## src/rtl/seven_seg_scan_n.sv

```systemverilog
// Multiplexed common-anode seven-segment scanner with frame-coherent shadowing,
// leading-zero blanking and PWM brightness on the anode enables.
module seven_seg_scan_n #(
   parameter int NUM_DIGITS = 4,
   parameter int DIM_BITS   = 3
) (
   input  logic                    clk1,
   input  logic                    reset,
   input  logic                    refresh,
   input  logic [4*NUM_DIGITS-1:0] word,
   input  logic [NUM_DIGITS-1:0]   dp_in,
   input  logic                    blank_lz,
   input  logic [DIM_BITS-1:0]     brightness,
   output logic [6:0]              cath_out,
   output logic                    dp_out,
   output logic [NUM_DIGITS-1:0]   anode,
   output logic                    frame_done
);

   localparam logic [2:0] DIG_MAX = 3'(NUM_DIGITS - 1);

   function automatic logic [6:0] seg_decode(input logic [3:0] nib);
      logic [6:0] seg;
      case (nib)
         4'h0:    seg = 7'b0000001;
         4'h1:    seg = 7'b1001111;
         4'h2:    seg = 7'b0010010;
         4'h3:    seg = 7'b0000110;
         4'h4:    seg = 7'b1001100;
         4'h5:    seg = 7'b0100100;
         4'h6:    seg = 7'b0100000;
         4'h7:    seg = 7'b0001111;
         4'h8:    seg = 7'b0000000;
         4'h9:    seg = 7'b0000100;
         4'hA:    seg = 7'b0001000;
         4'hB:    seg = 7'b1100000;
         4'hC:    seg = 7'b0110001;
         4'hD:    seg = 7'b1000010;
         4'hE:    seg = 7'b0110000;
         4'hF:    seg = 7'b0111000;
         default: seg = 7'b1111111;
      endcase
      return seg;
   endfunction

   logic                    q1_r, q2_r;
   logic [2:0]              dig_r;
   logic [DIM_BITS-1:0]     pwm_cnt_r;
   logic [4*NUM_DIGITS-1:0] shadow_word_r;
   logic [NUM_DIGITS-1:0]   shadow_dp_r;
   logic                    frame_done_r;
   logic [NUM_DIGITS-1:0]   anode_r;
   logic [6:0]              cath_r;
   logic                    dp_r;

   logic                    step_s, wrap_s, on_s, blank_s;
   logic                    zero_run_s, cur_lz_s, cur_dp_s;
   logic [3:0]              cur_nib_s;
   logic [NUM_DIGITS-1:0]   dig_sel_s;

   assign step_s = q1_r & ~q2_r;
   assign wrap_s = step_s && (dig_r == 3'd0);
   assign on_s   = (pwm_cnt_r <= brightness);

   // Refresh edge synchroniser and free-running PWM counter.
   always_ff @(posedge clk1) begin
      if (reset) begin
         q1_r      <= 1'b0;
         q2_r      <= 1'b0;
         pwm_cnt_r <= '0;
      end else begin
         q1_r      <= refresh;
         q2_r      <= q1_r;
         pwm_cnt_r <= pwm_cnt_r + 1'b1;
      end
   end

   // Scan counter; the wrap edge reloads the shadow and flags frame completion.
   always_ff @(posedge clk1) begin
      if (reset) begin
         dig_r         <= DIG_MAX;
         shadow_word_r <= '0;
         shadow_dp_r   <= '0;
         frame_done_r  <= 1'b0;
      end else begin
         frame_done_r <= wrap_s;
         if (wrap_s) begin
            dig_r         <= DIG_MAX;
            shadow_word_r <= word;
            shadow_dp_r   <= dp_in;
         end else if (step_s) begin
            dig_r <= dig_r - 3'd1;
         end else begin
            dig_r <= dig_r;
         end
      end
   end

   // Select the current nibble and track whether it and every digit to its left are zero.
   always_comb begin
      zero_run_s = 1'b1;
      cur_lz_s   = 1'b0;
      cur_dp_s   = 1'b0;
      cur_nib_s  = 4'h0;
      dig_sel_s  = '0;
      for (int i = NUM_DIGITS - 1; i >= 0; i--) begin
         zero_run_s = zero_run_s & (shadow_word_r[4*i +: 4] == 4'h0);
         if (dig_r == 3'(i)) begin
            cur_nib_s    = shadow_word_r[4*i +: 4];
            cur_dp_s     = shadow_dp_r[i];
            cur_lz_s     = zero_run_s;
            dig_sel_s[i] = 1'b1;
         end else begin
            dig_sel_s[i] = 1'b0;
         end
      end
      blank_s = blank_lz && (dig_r != 3'd0) && cur_lz_s;
   end

   // Registered pin drive; PWM gates only the anodes.
   always_ff @(posedge clk1) begin
      if (reset) begin
         anode_r <= '1;
         cath_r  <= 7'b1111111;
         dp_r    <= 1'b1;
      end else begin
         anode_r <= on_s ? ~dig_sel_s : '1;
         cath_r  <= blank_s ? 7'b1111111 : seg_decode(cur_nib_s);
         dp_r    <= ~cur_dp_s;
      end
   end

   assign cath_out   = cath_r;
   assign dp_out     = dp_r;
   assign anode      = anode_r;
   assign frame_done = frame_done_r;

endmodule
```

## config.mk

```make
export PLATFORM = sky130hd
export DESIGN_NAME = seven_seg_scan_n
export DESIGN_NICKNAME = d
export VERILOG_FILES = /design/src/rtl/seven_seg_scan_n.sv
export SDC_FILE = /design/constraint.sdc
export NUM_CORES = 1
export LEC_CHECK = 0
export ABC_AREA = 1
export CAP_MARGIN = 0
export CORE_MARGIN = 2
export CORE_UTILIZATION = 46
export DETAILED_ROUTE_END_ITERATION = 10
export PLACE_DENSITY = 0.76
export REMOVE_ABC_BUFFERS = 1
export SLEW_MARGIN = 30
export SYNTH_ARGS = -nofsm -noshare
export SYNTH_HDL_FRONTEND = slang
export SYNTH_SLANG_ARGS = --single-unit
```

## constraint.sdc

```tcl
create_clock -name clk1 -period 1.9 [get_ports clk1]
set_input_delay 0.475 -clock clk1 [delete_from_list [all_inputs] [get_ports clk1]]
set_output_delay 0.475 -clock clk1 [all_outputs]
set_load 0.01 [all_outputs]
```

==> impl_metrics.env, run 1 <==
export IMPL_worst_r2r_cell_count=12
export IMPL_path_common_cell="sky130_fd_sc_hd__nand2_1"
export IMPL_critPathLaunchType="register"
export IMPL_insertion_delay_ns=0.29
export IMPL_worstMarginPinSlew_ns=0.362
export IMPL_cts_root_buffer="sky130_fd_sc_hd__clkbuf_8"
export IMPL_io_pin_count=40
export IMPL_worst_hold_path_type="reg -> reg"
export IMPL_final_period_minus_worst_setup_slack_ns=1.90
export IMPL_critical_path_cell_chain="buf_6 > ha_4 > inv_2 > nor2_4 > nand3_4 > nand3_4 > a21oi_4 > ha_4 > nand2_1 > nand3_1 > nand2_1 > nand2_1"
export IMPL_detailedRoute_firstIterationViolations=86
export IMPL_wl_per_cell_um=12.6
export IMPL_cts_inserted_buffers=5
export IMPL_areaGrowthSynthToFinish_pct=44.0
export IMPL_cts_num_sinks=41
export IMPL_layout_cell_share_with_drive_strength_beyond_1_pct=21.4
export IMPL_final_nets=369
export IMPL_drv_slew=0
export IMPL_powerDensity_nw_per_um2=670
export IMPL_seq_area_frac_synth_pct=41.9
export IMPL_path_clk_slew_ns=0.07
export IMPL_synth_seq_cells=41
export IMPL_combinationalPowerShare_pct=22.3
export IMPL_register_to_register_setup_slack_ns=0.004
export IMPL_slew_headroom_pct=75.9
export IMPL_worst_path_max_fanout=5
export IMPL_synthesis_area_um2=1960
export IMPL_antenna_diode_count=0
export IMPL_hold_start="q1_r"
export IMPL_final_area_um2=2820
export IMPL_cp_data_arrival_time_ns=2.08
export IMPL_hold_path_depth=2
export IMPL_cp_end_kind="register"
export IMPL_synthCells=267
export IMPL_synth_area_top_cells="sky130_fd_sc_hd__dfxtp_1, sky130_fd_sc_hd__nand2_1, sky130_fd_sc_hd__ha_1, sky130_fd_sc_hd__inv_1, sky130_fd_sc_hd__nand3_1"
export IMPL_critical_path_class="reg -> reg"
export IMPL_rows=23
export IMPL_p_switching_uw=495
export IMPL_maxCapViolCount=0
export IMPL_place_area_um2=2510
export IMPL_family_with_the_most_delay_on_the_worst_path="simple AND/OR/NAND/NOR gates"
export IMPL_final_util_pct=69.6
export IMPL_detailroute_via_count=1870
export IMPL_ctsHtreeMaxLevel=2
export IMPL_yosysTopAreaCellShare_pct=41.9
export IMPL_core_um2=4060
export IMPL_via_per_inst=4.96
export IMPL_vdd_drop_max_mv=0.340
export IMPL_critical_path_reg2reg_startpoint="dig_r[0]"
export IMPL_seq_power_share_pct=48.2
export IMPL_layout_cells_most_common_list="sky130_fd_sc_hd__nand2_1, sky130_fd_sc_hd__clkdlybuf4s50_1, sky130_fd_sc_hd__dfxtp_1, sky130_fd_sc_hd__inv_1"
export IMPL_status="finished, final reports clean"
export IMPL_part_of_the_power_in_the_clock_network_pct=29.5
export IMPL_library_cell_contributing_the_largest_single_delay_on_the_critical_path="sky130_fd_sc_hd__dfxtp_4"
export IMPL_leakagePower_nw=1.21
export IMPL_track_usage_pct=18.5
export IMPL_synth_warning_count=0
export IMPL_tritoncts="built"
export IMPL_finalClockSkew_ns=0.00644
export IMPL_drt_antenna_violating_nets=0
export IMPL_grt_pass1_vias=1655
export IMPL_cp_data_required_time_ns=2.08
export IMPL_buffer_ports_inserted=39
export IMPL_grt_antenna_before_repair=0
export IMPL_drc=0
export IMPL_wire_length_of_the_first_global_routing_pass_mm=7.21
export IMPL_wl_mm=4.76
export IMPL_netlist_top_cell_by_area="sky130_fd_sc_hd__dfxtp_1"
export IMPL_mostFrequentLayoutCell="sky130_fd_sc_hd__nand2_1"
export IMPL_yosysUniqueCellTypes=22
export IMPL_place_gp_congestion=0.867
export IMPL_timing_hold_violations_final=0
export IMPL_gr_total_overflow=0
export IMPL_fmax_mhz=527
export IMPL_grt_max_degree=18
export IMPL_critical_path_max_stage_delay_ns=0.37
export IMPL_die_width_um=69.3
export IMPL_detail_route_first_pass_iterations=4
export IMPL_detailedPlacementHpwl_mm=3.12
export IMPL_cts_path_max_buffers=2
export IMPL_floorplan_initialDensity_pct=48.3
export IMPL_die_area_um2=4800
export IMPL_die_h_um=69.3
export IMPL_cell_internal_pwr_mw=1.39
export IMPL_worst_hold_path_endpoint="q2_r"
export IMPL_period_share_pct=99.8
export IMPL_netSwitchingFraction_pct=26.2
export IMPL_critical_path_buf_inv_count=2
export IMPL_avgSynthCellArea_um2=7.34
export IMPL_crit_reg2reg_capture="cath_out[3]"
export IMPL_setup_violations=0
export IMPL_postCtsHoldBufs=0
[kinds of logic after synthesis]
logic type	synth area share [%]
flip-flops	41.9
AND/OR/NAND/NOR	27.4
adder cells (fa/ha/maj)	9.57
AO/OA/AOI/OAI	10.7
XOR/XNOR	0.447
buffers and inverters	10.0
[worst max path at each step]
stage                        from          end  slack, ns  depth (start not counted)
global route             dig_r[0]  cath_out[3]      -0.06                         12
CTS                      dig_r[0]  cath_out[3]      0.008                         14
finish                   dig_r[0]  cath_out[3]      0.004                         12
global placement    brightness[2]     anode[0]      -0.04                          7
detailed placement  brightness[2]     anode[0]      -0.11                          7
floorplan                dig_r[0]  cath_out[5]      -0.01                         12
[power groups by stage]
| stage | registers, mW | logic, mW | clock network (mW) |
|---|---|---|---|
| final | 0.910 | 0.421 | 0.558 |
| after global routing | 0.914 | 0.463 | 0.614 |
| after CTS | 0.907 | 0.347 | 0.576 |
| after detailed placement | 0.926 | 0.340 | 0 |
| after global placement | 0.925 | 0.336 | 0 |
| after floorplan | 0.937 | 0.158 | 0 |
[routing by layer]
| layer | track usage (%) | part of all wire [%] | vias up |
|---|---|---|---|
| met1 | 23.3 | 43 | 836 |
| met2 | 30.0 | 48 | 64 |
| li1 | - | - | 962 |
| met3 | 4.51 | 6.9 | 8 |
| met4 | 7.84 | 1.9 | 0 |
| met5 | 0 | 0 | - |
[registers in the layout, summed over array words and instances (netlist names)]
signal         count
q1_r               1
q2_r               1
cath_out           7
anode              4
frame_done         1
shadow_word_r     16
dp_out             1
shadow_dp_r        4
dig_r              3
pwm_cnt_r          3
[worst min-delay path: stages (launching register included)]
cell and delay (ns):
sky130_fd_sc_hd__dfxtp_1 0.30, sky130_fd_sc_hd__inv_1 0.07, sky130_fd_sc_hd__nor2_1 0.04
[synth_stat cells]
cell type / instances
sky130_fd_sc_hd__ha_1: 15
sky130_fd_sc_hd__xnor2_1: 1
sky130_fd_sc_hd__a22o_1: 3
sky130_fd_sc_hd__nand2_1: 63
sky130_fd_sc_hd__nor2_1: 26
sky130_fd_sc_hd__dfxtp_1: 41
sky130_fd_sc_hd__nand2_2: 2
sky130_fd_sc_hd__nand4_1: 1
sky130_fd_sc_hd__nand3_1: 25
sky130_fd_sc_hd__nand2_4: 2
sky130_fd_sc_hd__nor2_4: 1
sky130_fd_sc_hd__buf_6: 1
sky130_fd_sc_hd__o21ai_0: 25
sky130_fd_sc_hd__inv_1: 40
sky130_fd_sc_hd__nor2_2: 4
sky130_fd_sc_hd__buf_4: 2
sky130_fd_sc_hd__o221ai_1: 1
sky130_fd_sc_hd__o211ai_1: 2
sky130_fd_sc_hd__buf_2: 1
sky130_fd_sc_hd__clkbuf_1: 1
sky130_fd_sc_hd__a21oi_1: 7
sky130_fd_sc_hd__inv_2: 3
[timing repair]
action,in CTS,in global routing
gates resized for setup,11,46
pin swaps,3,15
setup buffers,0,2
setup endpoints to repair,7,12
[metrics by stage]
step | TNS [ns] | setup WS [ns] | instances | total power, mW | hold WS [ns]
6_report | 0 | 0.00409 | 377 | 1.89 | 0.453
3_3_place_gp | -0.174 | -0.0404 | 369 | 1.26 | 0.434
5_1_grt | -0.222 | -0.0635 | 377 | 1.99 | 0.466
2_1_floorplan | -0.0143 | -0.0143 | 262 | 1.10 | 0.415
4_1_cts | 0 | 0.00812 | 376 | 1.83 | 0.457
3_5_place_dp | -0.734 | -0.110 | 369 | 1.27 | 0.448
[cell type report]
| type | instances | area (µm²) |
|---|---|---|
| clock buffers | 7 | 86.3 |
| fillers | 313 | 1230 |
| inverters | 43 | 169 |
| multi-input cells | 178 | 1130 |
| flip-flops and latches | 41 | 830 |
| well taps | 50 | 62.6 |
| repair buffers | 58 | 541 |
Power figures use the tool's default switching activity.
==> inputs of run 2 (changes only) <==
--- a/config.mk
+++ b/config.mk
@@ -10,6 +10,7 @@
 export CORE_MARGIN = 2
 export CORE_UTILIZATION = 46
 export DETAILED_ROUTE_END_ITERATION = 10
+export GPL_TIMING_DRIVEN = 0
 export PLACE_DENSITY = 0.76
 export REMOVE_ABC_BUFFERS = 1
 export SLEW_MARGIN = 30
==> run 2 against run 1 <==
Effect of this change: critical endpoint is now cath_out[1]; clock power grew 1%; clock skew shrank 0.00058 ns; largest cell class unchanged; utilization shrank 2.9 points; cell count shrank 2.1%; power shrank 2.1%; cell area shrank 4.2%; via count grew 0.64%; sequential cell count is the same.
==> impl_metrics.env, run 2 (synthesis gave the netlist of run 1 again) <==
export IMPL_grt_pass1_vias=1620
export IMPL_critical_path_class="reg -> reg"
export IMPL_wl_per_cell_um=13.1
export IMPL_die_width_um=69.3
export IMPL_worst_r2r_cell_count=13
export IMPL_detail_route_first_pass_iterations=4
export IMPL_grt_max_degree=22
export IMPL_worst_hold_path_type="reg -> reg"
export IMPL_setup_tns_final_ns=0
export IMPL_place_gp_congestion=0.850
export IMPL_cts_root_buffer="sky130_fd_sc_hd__clkbuf_8"
export IMPL_hold_path_depth=1
export IMPL_period_share_pct=99.9
export IMPL_final_util_pct=66.6
export IMPL_combinationalPowerShare_pct=20.3
export IMPL_slew_headroom_pct=71.8
export IMPL_gr_total_overflow=0
export IMPL_powerDensity_nw_per_um2=685
export IMPL_cell_internal_pwr_mw=1.37
export IMPL_maxCapViolCount=0
export IMPL_mostFrequentLayoutCell="sky130_fd_sc_hd__nand2_1"
export IMPL_status="finished, final reports clean"
export IMPL_netSwitchingFraction_pct=26.2
export IMPL_critical_path_cell_chain="inv_6 > ha_4 > nand2_1 > nand2_2 > nor2_2 > nor2_4 > nor2_4 > inv_2 > ha_1 > nand2_1 > o21ai_0 > nand2_1 > nand2_1"
export IMPL_cp_data_arrival_time_ns=2.09
export IMPL_finalClockSkew_ns=0.00586
export IMPL_path_common_cell="sky130_fd_sc_hd__nand2_1"
export IMPL_worst_path_max_fanout=4
export IMPL_layout_cells_most_common_list="sky130_fd_sc_hd__nand2_1, sky130_fd_sc_hd__dfxtp_1, sky130_fd_sc_hd__clkdlybuf4s50_1, sky130_fd_sc_hd__inv_1, sky130_fd_sc_hd__o21ai_0"
export IMPL_die_area_um2=4800
export IMPL_areaGrowthSynthToFinish_pct=37.9
export IMPL_dp_worst_setup_slack_ns=-0.314
export IMPL_ctsHtreeMaxLevel=2
export IMPL_worstMarginPinSlew_ns=0.422
export IMPL_leakagePower_nw=1.16
export IMPL_critical_path_max_stage_delay_ns=0.41
export IMPL_critical_path_buf_inv_count=2
export IMPL_worst_slack_ns=0.00206
export IMPL_drc=0
export IMPL_final_nets=361
export IMPL_layout_cell_share_with_drive_strength_beyond_1_pct=17.2
export IMPL_antenna_diode_count=0
export IMPL_rows=23
export IMPL_buffer_ports_inserted=39
export IMPL_library_cell_contributing_the_largest_single_delay_on_the_critical_path="sky130_fd_sc_hd__dfxtp_4"
export IMPL_fmax_mhz=527
export IMPL_family_with_the_most_delay_on_the_worst_path="simple AND/OR/NAND/NOR gates"
export IMPL_final_period_minus_worst_setup_slack_ns=1.90
export IMPL_p_switching_uw=485
export IMPL_setup_violations=0
export IMPL_floorplan_initialDensity_pct=48.3
export IMPL_path_depth=13
export IMPL_drt_antenna_violating_nets=0
export IMPL_tritoncts="built"
export IMPL_grt_antenna_before_repair=0
export IMPL_core_um2=4060
export IMPL_timing_hold_violations_final=0
export IMPL_cts_path_max_buffers=2
export IMPL_critPathLaunchType="register"
export IMPL_io_pin_count=40
export IMPL_vdd_drop_max_mv=0.299
export IMPL_cp_data_required_time_ns=2.09
export IMPL_via_per_inst=5.10
export IMPL_detailedRoute_firstIterationViolations=92
export IMPL_detailroute_via_count=1882
export IMPL_cp_end_kind="register"
export IMPL_insertion_delay_ns=0.30
export IMPL_postCtsHoldBufs=0
export IMPL_wl_mm=4.82
export IMPL_seq_power_share_pct=49.2
export IMPL_path_clk_slew_ns=0.07
export IMPL_part_of_the_power_in_the_clock_network_pct=30.5
export IMPL_grt_setup_unrepaired="true"
export IMPL_largest_register_ffs=16
export IMPL_die_h_um=69.3
export IMPL_detailedPlacementHpwl_mm=2.95
export IMPL_largest_register="shadow_word_r"
export IMPL_cts_num_sinks=41
export IMPL_wire_length_of_the_first_global_routing_pass_mm=6.84
export IMPL_track_usage_pct=17.3
export IMPL_drv_slew=0
export IMPL_cts_inserted_buffers=5
[run 2: cell count changes in the layout (fill, tap and decap cells not counted), moves of 2 or more]
cell                         delta
sky130_fd_sc_hd__buf_4          -8
sky130_fd_sc_hd__nand2_1        +5
sky130_fd_sc_hd__buf_6          -2
sky130_fd_sc_hd__clkinvlp_4     +2
sky130_fd_sc_hd__inv_2          -2
sky130_fd_sc_hd__nand2_2        -2
sky130_fd_sc_hd__nand2_4        -2
sky130_fd_sc_hd__nand3_2        +2
sky130_fd_sc_hd__nand3_4        -2
[run 2: worst register-to-register path, stage by stage (launching register included)]
cell and delay, ns:
sky130_fd_sc_hd__dfxtp_4 0.41, sky130_fd_sc_hd__inv_6 0.06, sky130_fd_sc_hd__ha_4 0.18, sky130_fd_sc_hd__nand2_1 0.12, sky130_fd_sc_hd__nand2_2 0.08, sky130_fd_sc_hd__nor2_2 0.13, sky130_fd_sc_hd__nor2_4 0.06, sky130_fd_sc_hd__nor2_4 0.13
sky130_fd_sc_hd__inv_2 0.07, sky130_fd_sc_hd__ha_1 0.21, sky130_fd_sc_hd__nand2_1 0.12, sky130_fd_sc_hd__o21ai_0 0.11, sky130_fd_sc_hd__nand2_1 0.07, sky130_fd_sc_hd__nand2_1 0.05
[run 2: stage by stage]
step | hold WS [ns] | power [mW] | std cells | cell area, µm²
after floorplan | 0.415 | 1.10 | 262 | 1930
after global placement | 0.431 | 1.23 | 351 | 2380
after detailed placement | 0.444 | 1.23 | 351 | 2380
after CTS | 0.461 | 1.82 | 362 | 2560
after global routing | 0.493 | 1.94 | 369 | 2700
final | 0.452 | 1.85 | 369 | 2700
[run 2: routing by layer]
layer,vias up,GRT usage [%],routed length [µm]
li1,945,-,-
met1,844,21.3,1990
met2,77,29.3,2280
met3,16,4.94,418
met4,0,5.45,139
met5,-,0,0
[run 2: cell type report]
type / count / area (µm²)
Multi-Input combinational cell: 179 / 1080
Sequential cell: 41 / 830
Clock buffer: 7 / 86.3
Fill cell: 327 / 1350
Inverter: 43 / 175
Tap cell: 50 / 62.6
Timing Repair Buffer: 48 / 460
Timing Repair inverter: 1 / 7.51
[run 2: path summary, 6_finish.rpt]
path	end	slack, ns	from
setup / recovery	cath_out[1]	0.002	dig_r[0]
hold / removal	pwm_cnt_r[0]	0.45	pwm_cnt_r[0]
setup reg to reg	cath_out[1]	0.002	dig_r[0]
hold reg to reg	pwm_cnt_r[0]	0.45	pwm_cnt_r[0]
[run 2: power groups by stage]
stage / sequential [mW] / clock, mW / combinational, mW
after global routing: 0.915 / 0.611 / 0.414
after global placement: 0.925 / 0 / 0.302
after CTS: 0.910 / 0.578 / 0.328
final: 0.911 / 0.564 / 0.376
after detailed placement: 0.927 / 0 / 0.306
after floorplan: 0.937 / 0 / 0.158
[run 2: timing repair]
| item | CTS | global route |
|---|---|---|
| pin swaps | 4 | 10 |
| cloned | 0 | 2 |
| resized for setup | 20 | 24 |
| buffers inserted | 4 | 5 |
| setup endpoints to repair | 14 | 27 |
==> inputs of run 3 (changes only) <==
--- a/config.mk
+++ b/config.mk
@@ -8,10 +8,9 @@
 export ABC_AREA = 1
 export CAP_MARGIN = 0
 export CORE_MARGIN = 2
-export CORE_UTILIZATION = 46
+export CORE_UTILIZATION = 25
 export DETAILED_ROUTE_END_ITERATION = 10
 export GPL_TIMING_DRIVEN = 0
-export PLACE_DENSITY = 0.76
 export REMOVE_ABC_BUFFERS = 1
 export SLEW_MARGIN = 30
 export SYNTH_ARGS = -nofsm -noshare
==> constraint.sdc (replaced) <==
create_clock -name clk1 -period 2.1 [get_ports clk1]
set_input_delay 0.525 -clock clk1 [delete_from_list [all_inputs] [get_ports clk1]]
set_output_delay 0.525 -clock clk1 [all_outputs]
set_load 0.01 [all_outputs]
==> run 3 against run 2 <==
Effect of this change: clock power grew 18%; global-route usage shrank 5.9 points; die area grew 78%; wire length shrank 7.9%; maximum frequency shrank 3.3%; worst hold slack gained 0.0027 ns; cell count grew 12%; cell area shrank 3.0%; power shrank 3.6%; combinational power shrank 21%.
==> impl_metrics.env, run 3 (synthesis gave the netlist of run 1 again) <==
export IMPL_leakagePower_nw=1.11
export IMPL_rows=32
export IMPL_drc=0
export IMPL_worst_path_max_fanout=9
export IMPL_detailedRoute_firstIterationViolations=86
export IMPL_worst_hold_path_type="reg -> reg"
export IMPL_io_pin_count=40
export IMPL_die_h_um=92.6
export IMPL_vdd_drop_max_mv=0.238
export IMPL_cts_path_max_buffers=2
export IMPL_worstMarginPinSlew_ns=0.432
export IMPL_cp_end_kind="register"
export IMPL_hold_start="pwm_cnt_r[0]"
export IMPL_layout_cell_share_with_drive_strength_beyond_1_pct=10.6
export IMPL_crit_path_start="dig_r[1]"
export IMPL_buffer_ports_inserted=39
export IMPL_timing_hold_violations_final=0
export IMPL_insertion_delay_ns=0.30
export IMPL_place_gp_congestion=0.848
export IMPL_multi_input_comb_area_um2=986
export IMPL_layout_cells_most_common_list="sky130_fd_sc_hd__nand2_1, sky130_fd_sc_hd__dfxtp_1, sky130_fd_sc_hd__clkdlybuf4s50_1, sky130_fd_sc_hd__inv_1, sky130_fd_sc_hd__nand3_1"
export IMPL_finalClockSkew_ns=0.00977
export IMPL_drv_slew=0
export IMPL_cts_root_buffer="sky130_fd_sc_hd__clkbuf_8"
export IMPL_mostFrequentLayoutCell="sky130_fd_sc_hd__nand2_1"
export IMPL_cp_data_required_time_ns=2.30
export IMPL_areaGrowthSynthToFinish_pct=33.8
export IMPL_status="finished, final reports clean"
export IMPL_drt_antenna_violating_nets=0
export IMPL_period_share_pct=93.5
export IMPL_ctsHtreeMaxLevel=2
export IMPL_design_power_total_mw=1.78
export IMPL_grt_antenna_before_repair=0
export IMPL_fmax_mhz=509
export IMPL_worst_hold_margin_ns=0.455
export IMPL_setup_violations=0
export IMPL_largest_register="shadow_word_r"
export IMPL_detail_route_first_pass_iterations=4
export IMPL_fillerInstances=835
export IMPL_wl_per_cell_um=10.8
export IMPL_path_clk_slew_ns=0.08
export IMPL_cts_num_sinks=41
export IMPL_gr_total_overflow=0
export IMPL_final_period_minus_worst_setup_slack_ns=1.96
export IMPL_final_nets=352
export IMPL_die_width_um=92.6
export IMPL_via_per_inst=4.17
export IMPL_cts_inserted_buffers=5
export IMPL_critPathLaunchType="register"
export IMPL_largest_register_ffs=16
export IMPL_slew_headroom_pct=71.1
export IMPL_grt_pass1_vias=1730
export IMPL_critical_path_class="reg -> reg"
export IMPL_setup_tns_final_ns=0
export IMPL_final_area_um2=2620
export IMPL_track_usage_pct=11.4
export IMPL_wire_length_of_the_first_global_routing_pass_mm=7.74
export IMPL_place_area_um2=2440
export IMPL_detailedPlacementHpwl_mm=3.32
export IMPL_antenna_diode_count=0
export IMPL_cp_data_arrival_time_ns=2.16
export IMPL_final_util_pct=34.3
export IMPL_die_area_um2=8570
export IMPL_maxCapViolCount=0
export IMPL_layout_area_seq_um2=823
export IMPL_detailroute_via_count=1724
export IMPL_wl_mm=4.44
export IMPL_grt_max_degree=22
export IMPL_powerDensity_nw_per_um2=680
export IMPL_core_um2=7650
export IMPL_critical_path_reg2reg_startpoint="dig_r[1]"
export IMPL_tritoncts="built"
export IMPL_floorplan_initialDensity_pct=25.6
run 3: power breakdown:
| part | switching [mW] | total (mW) | leakage [nW] | internal [mW] |
|---|---|---|---|---|
| Sequential | 0.0129 | 0.821 | 0.334 | 0.809 |
| Combinational | 0.152 | 0.298 | 0.719 | 0.147 |
| Clock | 0.276 | 0.664 | 0.0585 | 0.388 |
| Total | 0.441 | 1.78 | 1.11 | 1.34 |
run 3: worst paths after layout:
| kind | end | slack (ns) | depth (start not counted) |
|---|---|---|---|
| setup / recovery | cath_out[3] | 0.14 | 13 |
| hold / removal | pwm_cnt_r[0] | 0.46 | 1 |
| setup reg to reg | cath_out[3] | 0.14 | 13 |
| hold reg to reg | pwm_cnt_r[0] | 0.46 | 1 |
run 3: cell type report:
class | instances | area share, %
Clock buffer | 7 | 3.29
Clock inverter | 1 | 1.14
Inverter | 43 | 6.29
Multi-Input combinational cell | 178 | 37.6
Sequential cell | 41 | 31.4
Tap cell | 102 | 4.86
Timing Repair Buffer | 41 | 15.5
run 3: per-layer routing:
| layer | vias to the layer above | part of all wire, % | wire (µm) | track usage, % |
|---|---|---|---|---|
| met1 | 755 | 50 | 2210 | 15.1 |
| met5 | - | 0 | 0 | 0 |
| met3 | 6 | 5.5 | 245 | 3.25 |
| met4 | 0 | 2.0 | 90 | 4.48 |
| met2 | 39 | 43 | 1900 | 17.5 |
| li1 | 924 | - | - | - |
run 3: critical path, stage by stage, from the launching register on:
cell                      delay, ns
sky130_fd_sc_hd__dfxtp_2       0.38
sky130_fd_sc_hd__inv_1         0.08
sky130_fd_sc_hd__ha_2          0.21
sky130_fd_sc_hd__nand2_4       0.12
sky130_fd_sc_hd__nand2_1       0.08
sky130_fd_sc_hd__nor2_1        0.10
sky130_fd_sc_hd__nor2_1        0.07
sky130_fd_sc_hd__nor2_2        0.20
sky130_fd_sc_hd__inv_1         0.09
sky130_fd_sc_hd__ha_1          0.29
sky130_fd_sc_hd__nand2_1       0.07
sky130_fd_sc_hd__nand3_1       0.08
sky130_fd_sc_hd__nand2_1       0.06
sky130_fd_sc_hd__nand2_1       0.04
run 3: stage by stage:
stage | setup WS (ns) | std cells
global route | -0.00853 | 413
floorplan | 0.186 | 262
CTS | 0.0167 | 411
finish | 0.136 | 413
detailed placement | -0.172 | 403
global placement | -0.151 | 403
run 3: what timing repair did:
action | CTS | global route
resized for setup | 4 | 12
setup endpoints to repair | 7 | 27
buffers inserted | 0 | 2
hold buffers | 0 | 0
pin swaps | 0 | 2
